`src/rtl/ram_bist_ctrl.sv`:
```
// ram_bist_ctrl
// -------------
// Built-in self-test initiator for a single-port cs/rw RAM. When start is
// accepted it drives the RAM through a three-element march:
//    W_UP  : write P to every address, ascending
//    RW_UP : read each address expecting P, then write ~P to it, ascending
//    R_DN  : read each address expecting ~P, descending
// Every read word is compared against the expected value. The block reports
// pass/fail, the first failing address/data/element and a saturating error
// count. The RAM port mux that selects between this block and the functional
// user sits outside this module.
//
// Ports
//    clk         system clock, rising edge
//    reset       asynchronous active-high reset
//    start       launch a test (sampled only while idle)
//    pattern     background pattern, captured when start is accepted
//    busy        high while a test is running
//    done        one-cycle pulse at the end of a test
//    pass        high after done when no miscompare was seen
//    fail_addr   address of the first miscompare
//    fail_data   read data at the first miscompare
//    fail_phase  element of the first miscompare (1 = RW_UP, 2 = R_DN)
//    err_count   number of miscompares, saturating at all-ones
//    ram_cs      RAM chip select
//    ram_rw      RAM direction, 1 = write, 0 = read
//    ram_addr    RAM address
//    ram_wdata   RAM write data
//    ram_rdata   RAM read data
module ram_bist_ctrl #(
    parameter int N  = 32,
    parameter int M  = 5,
    parameter int EW = 8
) (
    input  logic          clk,
    input  logic          reset,
    input  logic          start,
    input  logic [N-1:0]  pattern,
    output logic          busy,
    output logic          done,
    output logic          pass,
    output logic [M-1:0]  fail_addr,
    output logic [N-1:0]  fail_data,
    output logic [1:0]    fail_phase,
    output logic [EW-1:0] err_count,
    output logic          ram_cs,
    output logic          ram_rw,
    output logic [M-1:0]  ram_addr,
    output logic [N-1:0]  ram_wdata,
    input  logic [N-1:0]  ram_rdata
);

    typedef enum logic [2:0] {
        S_IDLE,
        S_W_UP,
        S_RW_RD,
        S_RW_WR,
        S_RD_RD,
        S_RD_CMP,
        S_DONE
    } state_t;

    localparam logic [M-1:0]  LAST_ADDR = '1;
    localparam logic [M-1:0]  ZERO_ADDR = '0;
    localparam logic [EW-1:0] ERR_MAX   = '1;
    localparam logic [1:0]    PHASE_RW  = 2'd1;
    localparam logic [1:0]    PHASE_RD  = 2'd2;

    state_t        state_q, state_d;
    logic [M-1:0]  addr_q, addr_d;
    logic [N-1:0]  pattern_q, pattern_d;
    logic          pass_q, pass_d;
    logic [EW-1:0] err_q, err_d;
    logic [M-1:0]  fail_addr_q, fail_addr_d;
    logic [N-1:0]  fail_data_q, fail_data_d;
    logic [1:0]    fail_phase_q, fail_phase_d;

    // Compare request for the current cycle: the word returned by the read
    // command issued in the previous cycle is checked at the closing edge.
    logic          check_en;
    logic [N-1:0]  check_exp;
    logic [1:0]    check_phase;

    // State and datapath registers. Reset aborts any test in flight and
    // returns every output to its idle value at once.
    always_ff @(posedge clk or posedge reset) begin
        if (reset) begin
            state_q      <= S_IDLE;
            addr_q       <= '0;
            pattern_q    <= '0;
            pass_q       <= 1'b0;
            err_q        <= '0;
            fail_addr_q  <= '0;
            fail_data_q  <= '0;
            fail_phase_q <= 2'd0;
        end else begin
            state_q      <= state_d;
            addr_q       <= addr_d;
            pattern_q    <= pattern_d;
            pass_q       <= pass_d;
            err_q        <= err_d;
            fail_addr_q  <= fail_addr_d;
            fail_data_q  <= fail_data_d;
            fail_phase_q <= fail_phase_d;
        end
    end

    // March sequencer: next state, address walk and RAM command decode.
    // The address counter never wraps; each element ends on terminal-address
    // detection, and the descending element starts from the last address,
    // which is exactly where the ascending RW element stops.
    always_comb begin
        state_d      = state_q;
        addr_d       = addr_q;
        pattern_d    = pattern_q;
        pass_d       = pass_q;
        fail_addr_d  = fail_addr_q;
        fail_data_d  = fail_data_q;
        fail_phase_d = fail_phase_q;
        err_d        = err_q;
        busy         = 1'b0;
        done         = 1'b0;
        ram_cs       = 1'b0;
        ram_rw       = 1'b0;
        ram_wdata    = '0;
        check_en     = 1'b0;
        check_exp    = '0;
        check_phase  = 2'd0;

        case (state_q)
            S_IDLE: begin
                if (start) begin
                    pattern_d    = pattern;
                    pass_d       = 1'b0;
                    err_d        = '0;
                    fail_addr_d  = '0;
                    fail_data_d  = '0;
                    fail_phase_d = 2'd0;
                    addr_d       = '0;
                    state_d      = S_W_UP;
                end
            end
            S_W_UP: begin
                busy      = 1'b1;
                ram_cs    = 1'b1;
                ram_rw    = 1'b1;
                ram_wdata = pattern_q;
                if (addr_q == LAST_ADDR) begin
                    addr_d  = '0;
                    state_d = S_RW_RD;
                end else begin
                    addr_d = addr_q + 1'b1;
                end
            end
            S_RW_RD: begin
                busy      = 1'b1;
                ram_cs    = 1'b1;
                ram_rw    = 1'b0;
                ram_wdata = pattern_q;
                state_d   = S_RW_WR;
            end
            S_RW_WR: begin
                // Check the word read last cycle and overwrite it with the
                // complement in the same cycle.
                busy        = 1'b1;
                ram_cs      = 1'b1;
                ram_rw      = 1'b1;
                ram_wdata   = ~pattern_q;
                check_en    = 1'b1;
                check_exp   = pattern_q;
                check_phase = PHASE_RW;
                if (addr_q == LAST_ADDR) begin
                    state_d = S_RD_RD;
                end else begin
                    addr_d  = addr_q + 1'b1;
                    state_d = S_RW_RD;
                end
            end
            S_RD_RD: begin
                busy    = 1'b1;
                ram_cs  = 1'b1;
                ram_rw  = 1'b0;
                state_d = S_RD_CMP;
            end
            S_RD_CMP: begin
                busy        = 1'b1;
                check_en    = 1'b1;
                check_exp   = ~pattern_q;
                check_phase = PHASE_RD;
                if (addr_q == ZERO_ADDR) begin
                    state_d = S_DONE;
                end else begin
                    addr_d  = addr_q - 1'b1;
                    state_d = S_RD_RD;
                end
            end
            S_DONE: begin
                done    = 1'b1;
                state_d = S_IDLE;
            end
            default: begin
                state_d = S_IDLE;
            end
        endcase

        // Miscompare bookkeeping. A zero error count means no earlier
        // miscompare in this run, so that is when the failure details are
        // captured. The counter holds once it reaches all-ones.
        if (check_en && (ram_rdata != check_exp)) begin
            if (err_q == '0) begin
                fail_addr_d  = addr_q;
                fail_data_d  = ram_rdata;
                fail_phase_d = check_phase;
            end
            if (err_q != ERR_MAX) begin
                err_d = err_q + 1'b1;
            end
        end

        // The verdict includes the very last compare, taken on the same edge
        // that enters DONE.
        if ((state_q == S_RD_CMP) && (addr_q == ZERO_ADDR)) begin
            pass_d = (err_d == '0);
        end
    end

    assign pass       = pass_q;
    assign err_count  = err_q;
    assign fail_addr  = fail_addr_q;
    assign fail_data  = fail_data_q;
    assign fail_phase = fail_phase_q;
    assign ram_addr   = addr_q;

endmodule

```
`config.mk`:
```
export PLATFORM = sky130hd
export DESIGN_NAME = ram_bist_ctrl
export DESIGN_NICKNAME = d
export VERILOG_FILES = /design/src/rtl/ram_bist_ctrl.sv
export SDC_FILE = /design/constraint.sdc
export NUM_CORES = 1
export LEC_CHECK = 0
export ABC_CLOCK_PERIOD_IN_PS = 4200
export CAP_MARGIN = 20
export CORE_ASPECT_RATIO = 0.8
export CORE_MARGIN = 4
export CORE_UTILIZATION = 40
export CTS_BUF_LIST = sky130_fd_sc_hd__clkbuf_8
export DETAILED_ROUTE_END_ITERATION = 12
export GPL_ROUTABILITY_DRIVEN = 0
export HOLD_SLACK_MARGIN = 0.06
export PLACE_DENSITY = 0.78
export SKIP_LAST_GASP = 1
export SLEW_MARGIN = 15
export SYNTH_ARGS = -nofsm -noshare
export SYNTH_HDL_FRONTEND = slang
export SYNTH_SLANG_ARGS = --single-unit
```
`constraint.sdc`:
```
create_clock -name clk -period 4.2 [get_ports clk]
set_input_delay 0.42 -clock clk [delete_from_list [all_inputs] [get_ports clk]]
set_output_delay 0.42 -clock clk [all_outputs]
set_load 0.005 [all_outputs]
```
==> metrics.txt <==
YS warnings=0; Boundary Pins=156; CTS sink cnt=~90; Post-Syn Area per Cell=8.18 um^2; Post-Syn Instances=about 640; relative slew slack=43.2%; post-synthesis cell type count=55; post-route clock period utilization=86.1%; fin crit period=about 3.6 ns; Initial Utilization=40.6%; Final Util=55.4%; most frequent cells in the layout=nand2_1 (206), clkdlybuf4s50_1 (155), dfrtp_1 (88); CTS tree=yes; outcome=complete, no violations; final setup skew=around 0.013 ns; met3 WL=1320 um; Root Buffer=clkbuf_8; CTS Buffer Depth=2; wire length on met1=7400 um; crit start category=flop; Clock Pin Slew Worst Setup and Hold Paths=roughly 0.09 ns; GRT Total Usage=21.4%; worst reg2reg path depth=10; number of post-CTS setup repair buffers=0; worst path required time=4.51 ns; top_reg_cell synth=dfrtp_1; DRT Pass-1 Iters=5; Syn-to-layout area delta=36.3%; core area=approximately 13000 um^2; worst hold path type=reg2reg; WL/cell=17.0 um; port bufs=155; Critical R2R Capture=fail_addr[4]; Worst-Skew Late Latency=between 0.3 and 0.4 ns; Filler Cells Inserted=1180; Hold Startpoint=fail_data[23]; Worst Path Max Fanout=45; commonest non-fill, non-tap cell in the layout=nand2_1; Worst Setup Path Type=reg2reg; initial antenna violation count=0; total CTS buffers=9; Post-route DRC=0; pwr/cell area=232 nW/um^2; post-route ant nets=0; Detailed Route Iter0 Violations=~340; die height=between 100 and 150 um; Syn Nets=about 710; max-slew violations=0; post_cts resized=0; DIE AREA=14900 um^2; Post-synth EDFFs=0; placed insts=between 900 and 1k; layout cells sized above 1=5.15%; Total Nets Final=844; maximum clock rate=277 MHz; hold path cells=2; #FFs+latches synth=88; setup_tns=0 ns; Post-Route WL=16100 um; leakage power=about 3.2 nW; Cell Count, Final, Fillers Out=952; Max Used Layer=met4; Hold Path End=fail_data[23]; Vias=5007; setup repair after global routing missed its margin=no; peak supply drop=0.162 mV; vias in the first global route=4626; crit end category=flop; number of cell rows=37; Hold Fails Final Rpt=0; WP data arrival=3.92 ns; first-pass GRT wire length=25000 um; metal2 WL=just over 7000 um; Post-CTS Hold Buffers=0; Die X=136 um; post-synthesis sequential area ratio=a little over two fifths; reg2reg start=state_q[0]; Via density=5.26; gr ovfl total=0; asr flop ratio synth=100%; Setup Viol. Count Final=0; placed wire-length estimate=11800 um; # diodes=0; H-Tree Level Count=3; Worst-Margin Slew=0.851 ns; Max Cap Violations=0; flop-to-flop setup slack=0.58 ns; area of the mapped netlist=5210 um^2; largest net degree at the start of global routing=48
## cell families (layout without fill, tap and decap cells)
family / Yosys count / in the layout / synth area share (%)
XOR/XNOR: 38 / 38 / 6.39
AO/OA/AOI/OAI: 111 / 111 / 13.7
multiplexers: 10 / 10 / 1.92
AND/OR/NAND/NOR: 330 / 330 / 29.8
flip-flops: 88 / 88 / 42.3
adder cells (fa/ha/maj): 5 / 5 / 1.20
buffers and inverters: 55 / 195 / 4.78
## metrics by stage
stage	hold slack, ns	instance area, um^2	worst slack, ns	total power, mW
final	0.503	7100	0.584	1.65
after floorplan	0.491	5210	1.50	0.896
after CTS	0.510	7100	0.623	1.66
after global routing	0.531	7100	0.239	1.70
after global placement	0.480	6870	0.728	0.984
after detailed placement	0.486	6870	0.657	0.985
## worst max-delay path, stage by stage (launching register included)
cell and delay [ns]:
dfrtp_1 0.82, nand3b_4 0.49, a2111oi_1 0.51, o22ai_1 0.15, nor4_2 0.18, nand4_2 0.21
o21ai_4 0.36, or3_1 0.16, buf_4 0.40, nand3_1 0.15, nand2_1 0.10
## cells in the mapped netlist, types with 2 or more instances
cell       count  area, um^2
nor2_1         9        33.8
nor3_1         5        25.0
nand2b_1      15        93.8
o32ai_1        3        26.3
o21a_1         2        15.0
nor4_1         5        31.3
o21ai_1        2        10.0
nor4_2         3        37.5
buf_2         16        80.1
o22ai_1        9        56.3
nand3b_4       2        40.0
dfrtp_1       88        2200
xor2_1        28         245
and2_1         2        12.5
o2bb2ai_1      2        17.5
inv_1         14        52.6
a21o_1         4        30.0
o211ai_1       2        15.0
nor2b_1        4        25.0
ha_1           5        62.6
clkbuf_1      18        67.6
nor3b_1        3        22.5
o221ai_1       4        35.0
a21oi_1        8        40.0
xnor2_1       10        87.6
nand3b_1       3        22.5
buf_6          2        22.5
o31ai_1        8        60.1
nand4_1        3        18.8
and3_1         6        37.5
mux2i_1       10         100
nand2_1      207         777
o21ai_0       50         250
buf_1          3        11.3
or3_1          5        31.3
buf_4          2        15.0
nand3_1       44         220
nand4b_1       8        70.1
a22oi_1        4        30.0
a32o_1         2        20.0
a22o_1         3        26.3
## layout make-up
| cell class | count | area (um^2) | area share (%) |
|---|---|---|---|
| flip-flops and latches | 88 | 2200 | 31.0 |
| repair buffers | 165 | 1630 | 22.9 |
| multi-input cells | 494 | 2770 | 39.0 |
| inverters | 14 | 53.8 | 0.758 |
| clock buffers | 10 | 138 | 1.94 |
| clock inverters | 6 | 91.3 | 1.29 |
| well taps | 175 | 219 | 3.08 |
## power by group
group	switching, mW	internal (mW)	total, mW
clock network	0.325	0.353	0.678
logic	0.0532	0.0683	0.122
registers	0.00000000181	0.846	0.846
## worst max-delay path by stage
stage | cells past startpoint | from | endpoint
after global routing | 10 | state_q[0] | fail_addr[1]
after detailed placement | 10 | state_q[0] | fail_addr[0]
after CTS | 10 | state_q[0] | fail_data[21]
after global placement | 10 | state_q[0] | fail_phase[0]
final | 10 | state_q[0] | fail_addr[4]
after floorplan | 1 | reset | err_count[0]
## state kept, by name (all words and copies together) (netlist names)
signal / count
fail_data: 32
pattern_q: 32
err_count: 8
fail_addr: 5
ram_addr: 5
state_q: 3
fail_phase: 2
pass: 1
## layer usage
layer / vias up / global-route usage, %
met1: 2359 / 30.5
met3: 15 / 5.35
met5: - / 0
li1: 2438 / -
met2: 195 / 33.3
met4: 0 / 4.46
(Power assumes the default switching activity.)
